`config.mk`:
```
export PLATFORM = sky130hd
export DESIGN_NAME = timer_display_scan_flat
export DESIGN_NICKNAME = d
export VERILOG_FILES = /design/src/rtl/timer_display_scan_if.sv /design/src/rtl/timer_display_scan.sv /design/src/flat_wrapper.sv
export SDC_FILE = /design/constraint.sdc
export NUM_CORES = 1
export LEC_CHECK = 0
export BUFFER_PORTS_ARGS = -buffer_cell sky130_fd_sc_hd__buf_2
export CAP_MARGIN = 20
export CORE_ASPECT_RATIO = 1.4
export CORE_MARGIN = 1.5
export CORE_UTILIZATION = 30
export CTS_BUF_LIST = sky130_fd_sc_hd__clkbuf_2 sky130_fd_sc_hd__clkbuf_4 sky130_fd_sc_hd__clkbuf_8
export DETAILED_ROUTE_END_ITERATION = 12
export GPL_TIMING_DRIVEN = 0
export PLACE_DENSITY = 0.49
export SLEW_MARGIN = 20
export SYNTH_ARGS = -nofsm -noshare
export SYNTH_HDL_FRONTEND = slang
export SYNTH_SLANG_ARGS = --single-unit
```
`constraint.sdc`:
```
create_clock -name clk -period 6.45 [get_ports clk]
set_clock_uncertainty 0.15 [all_clocks]
set_input_delay 0 -clock clk [delete_from_list [all_inputs] [get_ports clk]]
set_output_delay 0 -clock clk [all_outputs]
set_load 0.05 [all_outputs]
```
`src/rtl/timer_display_scan_if.sv`:
```
// Purpose: BCD time digits in, multiplexed seven-segment drive out.
// Latency: pure signal bundle, no logic and no delay of its own.
// Backpressure: none; the digits are sampled, never acknowledged.
interface timer_display_scan_if;
    logic [3:0] sec_units;
    logic [2:0] sec_tens;
    logic [3:0] min_units;
    logic [2:0] min_tens;
    logic [3:0] an;
    logic [6:0] seg;
    logic       dp;

    // Timer side: drives the digits and can observe the display pins.
    modport master (
        output sec_units, sec_tens, min_units, min_tens,
        input  an, seg, dp
    );

    // Scanner side: consumes the digits and drives the display pins.
    modport slave (
        input  sec_units, sec_tens, min_units, min_tens,
        output an, seg, dp
    );
endinterface

```
`src/rtl/timer_display_scan.sv`:
```
// Purpose: scans a 4-digit MM:SS snapshot onto a common-anode 7-seg display.
// Latency: an/seg/dp are registered, one edge behind idx/snap.
// Backpressure: none; the inputs are snapshotted once per frame.
module timer_display_scan #(
    parameter int SCAN_DIV = 50000,
    parameter bit BLANK_LZ = 1'b1,
    parameter bit DP_BLINK = 1'b1
) (
    input  logic                 clk,
    input  logic                 reset,
    timer_display_scan_if.slave  disp
);
    localparam int            CW      = (SCAN_DIV > 1) ? $clog2(SCAN_DIV) : 1;
    localparam logic [CW-1:0] CNT_MAX = CW'(SCAN_DIV - 1);

    logic [CW-1:0] cnt;
    logic [1:0]    idx;
    // Layout: {min_tens, min_units, sec_tens, sec_units}
    logic [13:0]   snap;

    logic       frame_start;
    logic [3:0] digit;
    logic       digit_bad;
    logic       digit_blank;
    logic [3:0] an_nxt;
    logic [6:0] seg_nxt;
    logic       dp_nxt;

    assign frame_start = (cnt == '0) && (idx == 2'd0);

    // Pick the active digit from the snapshot and classify it.
    always_comb begin
        digit     = 4'd0;
        digit_bad = 1'b0;
        case (idx)
            2'd0: begin
                digit     = snap[3:0];
                digit_bad = (snap[3:0] > 4'd9);
            end
            2'd1: begin
                digit     = {1'b0, snap[6:4]};
                digit_bad = (snap[6:4] > 3'd5);
            end
            2'd2: begin
                digit     = snap[10:7];
                digit_bad = (snap[10:7] > 4'd9);
            end
            default: begin
                digit     = {1'b0, snap[13:11]};
                digit_bad = (snap[13:11] > 3'd5);
            end
        endcase
        // A zero is always in range, so a blanked digit is never a dash.
        digit_blank = BLANK_LZ && (idx == 2'd3) && (digit == 4'd0);
    end

    // Next-cycle pin values: anode one-hot, segment decode, colon on digit 2.
    always_comb begin
        an_nxt = ~(4'b0001 << idx);
        dp_nxt = ~((idx == 2'd2) && (!DP_BLINK || !snap[0]));
        if (digit_blank) begin
            seg_nxt = 7'b1111111;
        end else if (digit_bad) begin
            seg_nxt = 7'b0111111;
        end else begin
            case (digit)
                4'd0:    seg_nxt = 7'b1000000;
                4'd1:    seg_nxt = 7'b1111001;
                4'd2:    seg_nxt = 7'b0100100;
                4'd3:    seg_nxt = 7'b0110000;
                4'd4:    seg_nxt = 7'b0011001;
                4'd5:    seg_nxt = 7'b0010010;
                4'd6:    seg_nxt = 7'b0000010;
                4'd7:    seg_nxt = 7'b1111000;
                4'd8:    seg_nxt = 7'b0000000;
                4'd9:    seg_nxt = 7'b0010000;
                default: seg_nxt = 7'b0111111;
            endcase
        end
    end

    // Divider, digit index, frame snapshot and registered display pins.
    always_ff @(posedge clk) begin
        if (reset) begin
            cnt      <= '0;
            idx      <= 2'd0;
            snap     <= '0;
            disp.an  <= 4'b1111;
            disp.seg <= 7'b1111111;
            disp.dp  <= 1'b1;
        end else begin
            if (cnt == CNT_MAX) begin
                cnt <= '0;
                idx <= idx + 2'd1;
            end else begin
                cnt <= cnt + 1'b1;
            end
            // Single capture per frame keeps a mid-frame carry from tearing.
            if (frame_start) begin
                snap <= {disp.min_tens, disp.min_units, disp.sec_tens, disp.sec_units};
            end
            disp.an  <= an_nxt;
            disp.seg <= seg_nxt;
            disp.dp  <= dp_nxt;
        end
    end
endmodule

```
`src/flat_wrapper.sv`:
```
// flat-port wrapper written by rule: the top's interface ports become plain ports
module timer_display_scan_flat 
#(
    parameter int SCAN_DIV = 50000,
    parameter bit BLANK_LZ = 1'b1,
    parameter bit DP_BLINK = 1'b1
)
  (clk, reset, disp_sec_units, disp_sec_tens, disp_min_units, disp_min_tens, disp_an, disp_seg, disp_dp);
  timer_display_scan_if disp_i ();
  input  logic clk;
  input  logic reset;
  input wire logic [$bits(disp_i.sec_units)-1:0] disp_sec_units;
  input wire logic [$bits(disp_i.sec_tens)-1:0] disp_sec_tens;
  input wire logic [$bits(disp_i.min_units)-1:0] disp_min_units;
  input wire logic [$bits(disp_i.min_tens)-1:0] disp_min_tens;
  output wire logic [$bits(disp_i.an)-1:0] disp_an;
  output wire logic [$bits(disp_i.seg)-1:0] disp_seg;
  output wire logic [$bits(disp_i.dp)-1:0] disp_dp;
  assign disp_i.sec_units = disp_sec_units;
  assign disp_i.sec_tens = disp_sec_tens;
  assign disp_i.min_units = disp_min_units;
  assign disp_i.min_tens = disp_min_tens;
  assign disp_an = disp_i.an;
  assign disp_seg = disp_i.seg;
  assign disp_dp = disp_i.dp;
  timer_display_scan #(.SCAN_DIV(SCAN_DIV), .BLANK_LZ(BLANK_LZ), .DP_BLINK(DP_BLINK)) u_core (.clk(clk), .reset(reset), .disp(disp_i));
endmodule
```
==> reports/metrics.cfg, run 1 <==
[floorplanning]
coreArea_sq_um=6982
num_io_pins=28
die_area_sq_um=7711
fp-row-count=36
chipHeight_um=103.3
die_w_um=74.65
initial_core_util_pct=30.88

[pwr]
ir_drop_v=0.00008738
power.density_nw_per_um2=229.2
p_leak_nw=1.062

[timing]
tns_ns=0
post-route-period-util_pct=40.55
slew_violations=0
rsz0062_at_grt=false
setup_viol=0
hold_viol=0
slew-limit-headroom_pct=65.89
worst_slew_pin_slew_ns=0.5117
fin_hold_ws_ns=0.3380
fmax_ghz=0.3823
fin_crit_ns=2.616

[synth]
yosysTopAreaCell=dfxtp_1
syn_inst=240
synth_seq_cells=44
ys.flop_type=dfxtp_1
synth.area.top_cells=dfxtp_1, ha_1, a21oi_1
yosysSeqAreaShare_pct=40.86
ys_types=44
ys_warn_count=0
synthesis.area_sq_um=2156
syn_avg_cell_area_sq_um=8.983
netlist.area_leader.share_pct=40.86
async_flop_share_pct=0
syn-num-nets=268
synth_edf_count=0

[worst_setup_path]
path_class=flop to flop
crit_required_ns=6.48
r2r_start=u_core.idx[0]
endpoint_kind=flop
startpoint=u_core.idx[0]
worst_setup_path_start_kind=flop
worstPathArrival_ns=2.65
r2r_cells=9
crit_path_max_fanout=8

[drt]
drt_iter0_drc=78
drc=0
ant_nets=0
post_drt_wl_per_cell_um=12.65
via_count=1846
viasPerCell=4.795
dr.pass1.iters=5
wirelength_um=4870

[hold_path]
worstHoldPathType=flop to flop
min_from=u_core.snap[11]
min_path_cells=2

[layout]
syn_to_final_growth_pct=23.91
drive_gt1_share_pct=19.66
layout.nets=317
diodes=0
fin_area_sq_um=2671

[run]
max-cap-violations=0

[clock_tree]
clock_path_buffers=2
clk_latency_ns=0.30
cts_root_buf=clkbuf_8
cts_tree=done
numCtsBuffers=5
cts_sinks=44
htreeDepth=2
cts_setup_buffers=0
clk_pin_slew_worst_paths_ns=0.09

[placed_design]
dp_hpwl_um=3621
gp_congestion=0.8339
dpl_cell_area_sq_um=2410
io_buffers=27

[global_route]
grt_first_pass_wirelength_um=8590
grt.overflow.total=0
grt_pass1_vias=1880
antenna_found_initial=0
grt_max_degree=15
grt_use_total_pct=14.31

[run_status]
status=finished clean

-- logic make-up (layout without fill, tap and decap cells) --
family | count (synthesis) | count (layout) | synth area share [%]
flops | 44 | 44 | 40.86
xor+xnor | 11 | 11 | 4.469
buf+inv | 23 | 73 | 5.397
compound gates | 61 | 61 | 17.82
mux | 4 | 4 | 2.031
simple gates | 85 | 85 | 22.46
fa+ha+maj | 12 | 12 | 6.964
-- routing by layer --
layer	wire length, um	part of all wire, %	vias up	track usage (%)
met5	0	0	-	0
li1	-	-	960	-
met1	2085	43	853	15.62
met3	140	2.9	5	3.004
met4	72	1.5	0	5.035
met2	2572	53	28	26.79
-- final cells by class --
cell class              instances  area [sq um]
clock inverters                 3         42.54
multi-input cells             173          1159
plain buffers                  13         78.83
well taps                      95         118.9
repair buffers                 42         285.3
clock buffers                   5         68.82
flip-flops and latches         44         880.8
inverters                      10         37.54
fillers                       761          4310
-- worst paths after layout --
kind / end / slack (ns)
setup / recovery: u_core.disp.seg[4] / 3.83
hold / removal: u_core.snap[11] / 0.34
setup reg to reg: u_core.disp.seg[4] / 3.83
hold reg to reg: u_core.snap[11] / 0.34
-- critical path, stage by stage, from the launching register on --
cell and delay (ns):
dfxtp_1 0.34, inv_1 0.11, ha_1 0.33, a222oi_1 0.15
mux2_2 0.34, ha_1 0.25, mux2_2 0.30, o32ai_4 0.20
nand2_1 0.09, o31a_1 0.25
-- metrics by stage --
step                cells  util, %  total power [mW]  worst slack, ns
floorplan             240        -            0.3763            4.149
global placement      362    34.52            0.4020            3.839
detailed placement    362    34.52            0.4025            3.825
CTS                   385    38.26            0.6244            3.805
global route          385    38.26            0.6477            3.637
finish                385    38.26            0.6124            3.834
-- synthesized netlist by cell type, drive strengths merged, types with 2 or more instances --
cell    count
and4        5
xor2        6
ha         12
nor4        2
nor3        7
clkbuf      4
dfxtp      44
o31ai       4
inv        10
nand4       9
o21ai      21
a21o        2
a222oi      2
nand3      22
or3         2
o211a       2
mux2        3
nor2       16
xnor2       5
buf         9
a21oi      25
nand2       8
and3        6
nand2b      4
-- report_power, final --
part | switching [mW] | leakage [nW] | internal [mW]
sequential | 0.00958 | 0.361 | 0.288
clock | 0.0956 | 0.0541 | 0.115
combinational | 0.0642 | 0.648 | 0.0408
total | 0.169 | 1.06 | 0.443
-- state kept, by name, summed over array words and instances (netlist names) --
| name | flops |
|---|---|
| u_core.idx | 2 |
| u_core.disp.seg | 7 |
| u_core.disp.an | 4 |
| u_core.cnt | 16 |
| u_core.snap | 14 |
| u_core.disp.dp | 1 |
-- timing repair --
action                                 in CTS  in global routing
setup endpoints to repair                   0                  0
resized for setup                           0                  0
hold buffers                               15                  0
endpoints found under the hold margin      21                  0
-- placed cells by master (no fill, tap or decap), drive strengths merged, types with 2 or more instances in the layout --
master and instances:
and4 5, o31ai 4, buf 36, mux2 3
dlygate4sd3 15, xor2 6, nor3 7, and3 6
or3 2, a222oi 2, nor2 16, dfxtp 44
o21ai 21, nand3 22, nand2b 4, clkbuf 9
nor4 2, nand4 9, a21o 2, nand2 8
inv 10, ha 12, o211a 2, xnor2 5
a21oi 25
Power figures use the tool's default switching activity.
==> run 2: changes to the inputs <==
Settings changed: PLACE_DENSITY 0.49 to 0.51.
Clock period 6.45 ns to 2.3 ns, I/O delays scaled along.
==> run 2 against run 1 <==
  * Register-to-register slack worse by 3.8 ns
  * Total power grew to 2.9 times the previous value
  * Maximum frequency grew 15%
==> reports/metrics.cfg, run 2 (synthesis gave the netlist of run 1 again) <==
[global_route]
antenna_found_initial=0  ; unchanged
grt.overflow.total=0  ; unchanged
grt_use_total_pct=14.31  ; about the same
grt_first_pass_wirelength_um=8487  ; -1.2%
grt_pass1_vias=1866  ; -0.74%
grt_max_degree=16  ; +1

[pwr]
pwr-share-seq_pct=47.0  ; -1.5 points
p_total_mw=1.768  ; +190%
power_frac_clock_pct=35.2  ; +0.9 points
power.density_nw_per_um2=622.1  ; +170%
ir_drop_v=0.0002425  ; +180%
power_frac_comb_pct=17.8  ; +0.7 points
swShare_pct=28.72  ; +1.1 points
p_leak_nw=1.128  ; +6.1%
p_int_mw=1.261  ; +180%
p_sw_mw=0.5079  ; +200%

[placed_design]
io_buffers=27  ; unchanged
gp_congestion=0.8039  ; -3.6%
dp_hpwl_um=3648  ; +0.72%

[timing]
worst_slew_pin_slew_ns=0.5683  ; +0.05666 ns
hold_viol=0  ; unchanged
slew_violations=0  ; unchanged
fmax_ghz=0.4412  ; +15%
setup_viol=0  ; unchanged
fin_hold_ws_ns=0.3370  ; -0.0009330 ns
tns_ns=0  ; unchanged
fin_crit_ns=2.266  ; -0.3491 ns
rsz0062_at_grt=true
post-route-period-util_pct=98.54  ; +58 points
slew-limit-headroom_pct=62.11  ; -3.8 points

[drt]
ant_nets=0  ; unchanged
post_drt_wl_per_cell_um=12.76  ; +0.91%
drc=0  ; unchanged
viasPerCell=4.784  ; -0.22%
via_count=1885  ; +2.1%
wirelength_um=5029  ; +3.3%
dr.pass1.iters=4  ; -1
drt_iter0_drc=64  ; -18%

[run]
max-cap-violations=0  ; unchanged

[run_status]
status=finished clean

[floorplanning]
die_w_um=74.65  ; unchanged
die_area_sq_um=7711  ; unchanged
initial_core_util_pct=30.88  ; unchanged
chipHeight_um=103.3  ; unchanged
fp-row-count=36  ; unchanged
coreArea_sq_um=6982  ; unchanged
num_io_pins=28  ; unchanged

[layout]
diodes=0  ; unchanged
final_common_cell=dfxtp_1
largest_register_ff_count=16  ; unchanged
top_register=u_core.cnt
final_cell_mix=dfxtp_1, buf_2, a21oi_1
layout.nets=326  ; +2.8%
top_regs=u_core.cnt x16, u_core.snap x14, u_core.disp.seg x7
syn_to_final_growth_pct=31.86
drive_gt1_share_pct=26.42  ; +6.8 points

[hold_path]
worstHoldPathType=flop to flop
min_path_cells=1  ; -1

[worst_setup_path]
worst_setup_path_start_kind=flop
crit_path_max_fanout=7  ; -1
r2r_cells=9  ; unchanged
path_class=flop to flop
worstPathArrival_ns=2.32  ; -0.33 ns
endpoint_kind=flop
crit_required_ns=2.35  ; -4.13 ns

[clock_tree]
clock_path_buffers=2  ; unchanged
clk_latency_ns=0.31  ; about the same
cts_root_buf=clkbuf_8
cts_sinks=44  ; unchanged
clk_pin_slew_worst_paths_ns=0.09  ; about the same
cts_tree=done
htreeDepth=2  ; unchanged
numCtsBuffers=5  ; unchanged

==> run 2: changes by cell type in the layout (fill, tap and decap cells not counted), sizes merged <==
cell | before | now
inv | 10 | 11
clkinv | 1 | 0
buf | 36 | 45
==> run 2: critical path, stage by stage, from the launching register on <==
cell and delay, ns:
dfxtp_4 0.38, inv_4 0.08, ha_4 0.15, a222oi_1 0.12, mux2_4 0.31, ha_4 0.17, mux2_4 0.28, o32ai_4 0.19
nand2_1 0.09, o31a_1 0.25
==> run 2: cell type report <==
cell class                 count  area, sq um
buffer                        13        85.08
clock buffer                   5        68.82
clock inverter                 3        46.29
fill                         717         4139
inverter                      10        42.54
multi-input combinational    173         1240
sequential                    44        888.4
tap                           95        118.9
timing repair buffer          51        352.8
==> run 2: through the flow <==
stage	std cells	area (sq um)	worst slack [ns]	utilization, %
2_1_floorplan	240	2158	0.01610	-
3_3_place_gp	362	2412	-0.2638	34.55
3_5_place_dp	362	2412	-0.2691	34.55
4_1_cts	390	2791	0.001206	39.98
5_1_grt	394	2843	-0.05920	40.72
6_report	394	2843	0.03357	40.72
==> run 2: power by group through the flow <==
stage | combinational, mW | sequential [mW] | clock (mW)
5_1_grt | 0.350 | 0.838 | 0.685
3_5_place_dp | 0.277 | 0.851 | 0
6_report | 0.315 | 0.830 | 0.623
3_3_place_gp | 0.277 | 0.850 | 0
2_1_floorplan | 0.148 | 0.908 | 0
4_1_cts | 0.308 | 0.831 | 0.647
==> run 2: metal layers <==
metal | share of wire (%) | vias to the layer above | track usage (%)
met5 | 0 | - | 0
met4 | 1.2 | 0 | 4.056
met3 | 2.3 | 6 | 3.004
met2 | 55 | 23 | 27.40
met1 | 42 | 876 | 15.49
li1 | - | 980 | -
==> run 2: timing repair <==
item                                    CTS  global route
resized for setup                        20             5
pin swaps                                 4             3
endpoints found under the setup margin    7             5
hold buffers                             15             0
hold endpoints to repair                 18             0
gates cloned                              0             0
buffers inserted                          5             4
==> run 2: path summary, 6_finish.rpt <==
check / start / end / slack [ns]
worst max-delay path: u_core.idx[1] / u_core.disp.seg[4] / 0.03
worst max register to register: u_core.idx[1] / u_core.disp.seg[4] / 0.03
worst min register to register: u_core.cnt[0] / u_core.cnt[0] / 0.34
worst min-delay path: u_core.cnt[0] / u_core.cnt[0] / 0.34
